$ cat src/rtl/wb_req_queue.sv
// Writeback request queue: FIFO between one long-latency unit (MUL or MEM) and the writeback arbiter.
// The oldest entry is offered as a request and retires only when the arbiter grants it.
package wb_req_pkg;
   typedef struct packed {
      logic        valid;
      logic [4:0]  rd;
      logic [31:0] data;
   } wb_req_t;
endpackage

module wb_req_queue
   import wb_req_pkg::*;
#(
   parameter  int DEPTH = 4,
   localparam int CNT_W = $clog2(DEPTH) + 1
) (
   input  logic             i_clk,
   input  logic             i_rst_n,
   input  logic             i_flush,
   input  wb_req_t          i_enq_req,
   output logic             o_enq_ready,
   output wb_req_t          o_wb_req,
   input  logic             i_grant,
   output logic [CNT_W-1:0] o_count
);

   // Handshake: an enqueue fires on i_enq_req.valid & o_enq_ready; a dequeue fires on
   // i_grant & o_wb_req.valid. Neither fires in a flush cycle. Ready depends on registered state only.
   logic [CNT_W-1:0] wr_ptr_q, wr_ptr_d;
   logic [CNT_W-1:0] rd_ptr_q, rd_ptr_d;
   wb_req_t          mem_q [DEPTH];
   logic [CNT_W-2:0] wr_idx, rd_idx;
   logic [CNT_W-1:0] count;
   logic             enq_fire, deq_fire;

   assign wr_idx = wr_ptr_q[CNT_W-2:0];
   assign rd_idx = rd_ptr_q[CNT_W-2:0];
   assign count  = wr_ptr_q - rd_ptr_q;

   assign o_count     = count;
   assign o_enq_ready = (count != CNT_W'(DEPTH));

   assign enq_fire = i_enq_req.valid & o_enq_ready & ~i_flush;
   assign deq_fire = i_grant & o_wb_req.valid & ~i_flush;

   always_comb begin
      o_wb_req = '0;
      if (count != '0) begin
         o_wb_req       = mem_q[rd_idx];
         o_wb_req.valid = 1'b1;
      end
   end

   always_comb begin
      wr_ptr_d = wr_ptr_q;
      rd_ptr_d = rd_ptr_q;
      if (i_flush) begin
         wr_ptr_d = '0;
         rd_ptr_d = '0;
      end else begin
         if (enq_fire) wr_ptr_d = wr_ptr_q + CNT_W'(1);
         if (deq_fire) rd_ptr_d = rd_ptr_q + CNT_W'(1);
      end
   end

   always_ff @(posedge i_clk) begin
      if (!i_rst_n) begin
         wr_ptr_q <= '0;
         rd_ptr_q <= '0;
      end else begin
         wr_ptr_q <= wr_ptr_d;
         rd_ptr_q <= rd_ptr_d;
      end
   end

   // Payload storage carries no reset; the pointers alone decide what is visible.
   always_ff @(posedge i_clk) begin
      if (i_rst_n && enq_fire) mem_q[wr_idx] <= i_enq_req;
   end

   always_ff @(posedge i_clk) begin
      if (i_rst_n) begin
         assert (count <= CNT_W'(DEPTH))
            else $error("wb_req_queue: occupancy %0d exceeds depth", count);
         assert (!(i_enq_req.valid && !o_enq_ready && !i_flush))
            else $warning("wb_req_queue: enqueue while not ready, request dropped");
         assert (!(i_grant && !o_wb_req.valid && !i_flush))
            else $warning("wb_req_queue: grant while empty, ignored");
      end
   end

endmodule

$ cat config.mk
export PLATFORM = sky130hd
export DESIGN_NAME = wb_req_queue
export DESIGN_NICKNAME = d
export VERILOG_FILES = /design/src/rtl/wb_req_queue.sv
export SDC_FILE = /design/constraint.sdc
export NUM_CORES = 1
export LEC_CHECK = 0
export ABC_AREA = 0
export BUFFER_PORTS_ARGS = -buffer_cell sky130_fd_sc_hd__buf_2
export CAP_MARGIN = 30
export CORE_AREA = 3 3 128 130
export DETAILED_ROUTE_END_ITERATION = 8
export DIE_AREA = 0 0 131 133
export SLEW_MARGIN = 0
export SYNTH_ARGS = -nofsm -noshare
export SYNTH_HDL_FRONTEND = slang
export SYNTH_SLANG_ARGS = --single-unit
$ cat constraint.sdc
create_clock -name i_clk -period 4.7 [get_ports i_clk]
set_input_delay 0.235 -clock i_clk [delete_from_list [all_inputs] [get_ports i_clk]]
set_output_delay 0.235 -clock i_clk [all_outputs]
set_load 0.03 [all_outputs]
==> metrics.csv <==
metric;value;unit
run_status;finished clean;
clock-sinks;156;
synth.top_cell.area_share;0.727;
die_area;0.0174;mm²
postSynthRegisterBits;156;
timing.critical_path.to_type;output pin;
ys_async_rst_share;0;
max_slew.worst_pin.slew;945;ps
slew_headroom;0.369;
highest-signal-layer;met5;
number_of_buffers_created_by_cts;17;
placement.setup.worst_slack;1520;ps
met3WireLength;627;µm
min-delay-path-class;in2reg;
sum_of_negative_setup_slack;0;ps
cts.hold.buffers_added;0;
synthTopCellsByArea;sky130_fd_sc_hd__edfxtp_1 (73%), sky130_fd_sc_hd__mux4_2 (14%), sky130_fd_sc_hd__nor2b_1 (3.9%), sky130_fd_sc_hd__dfxtp_1 (2.6%), sky130_fd_sc_hd__ha_1 (1.2%);
critical_path.startpoint_type;register;
global_route_wire_length_before_repair;17200;µm
crit_path_max_fanout;38;
boundaryPins;84;
initial_antenna_violation_count;2;
num_rows;45;
post_cts_resized;0;
worstSetupPathType;reg2out;
area.growth.synth_to_final;22.1;%
syn_inst;291;
yosysMostFrequentCell;sky130_fd_sc_hd__edfxtp_1;
remaining_drc_errors;0;
first_pass_iters;4;
postSynthNetCount;340;
ff2ff_setup_slack;1510;ps
crit_buf_inv;3;
totalPowerFinal;3.22;mW
drt-met1-wl;4860;µm
track_usage;0.134;
wl_per_cell;18.1;µm
peakVddDrop;0.256;mV
rsz_0062_raised_after_global_routing;no;
grt_start_max_net_pins;39;
max_stage_delay;730;ps
cellLeakagePower;2.61;nW
finish.instance_area;0.00747;mm²
detailed_place_hpwl;6900;µm
die_height;133;µm
critPathSlowestCell;sky130_fd_sc_hd__nor2_4;
synth_commonest_cells;sky130_fd_sc_hd__edfxtp_1 (148), sky130_fd_sc_hd__nor2b_1 (38), sky130_fd_sc_hd__mux4_2 (37);
vias;2941;
cts_tree;done;
diodes;0;
finalWorstSetupSlack;1410;ps
report.final.hold_viol_count;0;
synth-edff-count;148;
clkTransAtPathRegs;60;ps
avgSynthCellArea;21.0;µm²
buffer_ports.inserted;83;
final_net_count;434;
finalMaxSlewViolations;0;
drt-initial-drc-count;198;
critPathTopFamily;simple AND/OR/NAND/NOR gates;
timing.final.setup_violations;0;
clkLatencyLatePin;420;ps
clock_skew;9.56;ps
cell_area_after_placement;0.00683;mm²
post_route_cells_drive_above_1_share;0.412;
wl_met2;5410;µm
power.density_cell_area;431;mW/mm²
starting_density_of_the_core;0.401;
final_worst_path_cycle_share;0.701;
synth.yosys.seq_area_share;0.753;
vias_per_cell;4.83;
ctsRootBufferMaster;sky130_fd_sc_hd__clkbuf_16;
crit_path_cell_trace;inv_1 > ha_1 > fa_1 > xnor3_2 > inv_2 > nor2_4 > nor2b_1 > buf_2;
maxClockFrequency;0.304;GHz
synth-main-ff-cell;sky130_fd_sc_hd__edfxtp_1;
first_global_vias;3236;
drv_cap;0;
sum_of_routed_wire_length_over_all_layers;11000;µm
critPathRequiredTime;4470;ps
period_needed;3290;ps
synth_area;0.00612;mm²
globalRouteOverflowTotal;0;
floorplan.core_area;0.0153;mm²
ctsLongestPathBuffers;2;
die-width;131;µm
h-tree-depth;4;
synthDistinctLibCells;26;
final_antenna_net_count;0;
synth-warning-count;0;
gp_routability_congestion;0.715;
worstPathArrival;3060;ps
synthDominantAreaCellType;sky130_fd_sc_hd__edfxtp_1;
postCtsSetupRepairBufs;0;
==> sequential cells by signal, indices dropped and copies added, names as in the netlist, named ones only <==
| signal | flops |
|---|---|
| rd_ptr_q | 3 |
| wr_ptr_q | 3 |
| mem_q | 148 |
==> metrics by stage <==
step,std cells,hold slack [ps],util
finish,609,38.9,0.490
global route,609,21.9,0.490
CTS,609,13.3,0.490
detailed placement,577,458,0.448
global placement,572,448,0.441
floorplan,291,334,-
==> power by group <==
part / leakage [nW] / internal (mW) / switching [mW] / total, mW
registers: 1.40 / 1.54 / 0.0114 / 1.55
clock network: 0.317 / 0.957 / 0.490 / 1.45
logic: 0.885 / 0.0791 / 0.148 / 0.227
total: 2.61 / 2.57 / 0.650 / 3.22
==> layout make-up <==
type	count	area [µm²]
sequential	156	4610
fill	1259	7790
timing repair buffer	88	523
clock buffer	25	505
clock inverter	7	135
inverter	6	22.5
multi-input combinational	116	1410
tap	211	264
==> placed cells by master (no fill, tap or decap), types with 2 or more instances in the layout <==
cell type,count
sky130_fd_sc_hd__edfxtp_1,148
sky130_fd_sc_hd__buf_2,83
sky130_fd_sc_hd__nor2b_1,38
sky130_fd_sc_hd__mux4_2,37
sky130_fd_sc_hd__clkbuf_16,17
sky130_fd_sc_hd__nand2_1,12
sky130_fd_sc_hd__mux2i_1,6
sky130_fd_sc_hd__ha_1,6
sky130_fd_sc_hd__dfxtp_1,6
sky130_fd_sc_hd__inv_1,5
sky130_fd_sc_hd__clkbuf_8,5
sky130_fd_sc_hd__and3_2,4
sky130_fd_sc_hd__bufinv_16,4
sky130_fd_sc_hd__buf_12,4
sky130_fd_sc_hd__clkinv_2,3
sky130_fd_sc_hd__clkbuf_1,3
sky130_fd_sc_hd__nand2b_1,2
sky130_fd_sc_hd__a21oi_1,2
==> worst register-to-register path, cell delays in order (launching register included) <==
cell,delay (ps)
sky130_fd_sc_hd__dfxtp_1,390
sky130_fd_sc_hd__inv_1,110
sky130_fd_sc_hd__ha_1,220
sky130_fd_sc_hd__fa_1,420
sky130_fd_sc_hd__xnor3_2,350
sky130_fd_sc_hd__inv_2,70
sky130_fd_sc_hd__a21boi_1,400
sky130_fd_sc_hd__and3_2,650
sky130_fd_sc_hd__buf_16,250
==> worst paths after layout <==
check | from | depth (start not counted) | to
setup / recovery | wr_ptr_q[0] | 8 | o_wb_req[27]
hold / removal | i_enq_req[32] | 1 | mem_q[2][32]
setup reg to reg | wr_ptr_q[0] | 8 | mem_q[1][18]
hold reg to reg | wr_ptr_q[1] | 2 | wr_ptr_q[1]
==> kinds of logic after synthesis <==
family / after synthesis / synth area share
mux: 43 / 0.146
compound gates: 6 / 0.00777
buf+inv: 19 / 0.0186
xor+xnor: 2 / 0.00532
simple gates: 58 / 0.0540
flops: 156 / 0.753
fa+ha+maj: 7 / 0.0155
==> per-layer routing <==
layer | vias to the layer above | global-route usage
met2 | 64 | 0.211
met5 | - | 0
met4 | 4 | 0.0411
met1 | 1513 | 0.171
li1 | 1346 | -
met3 | 14 | 0.0529
No activity file was read; power rests on OpenSTA's default activity.
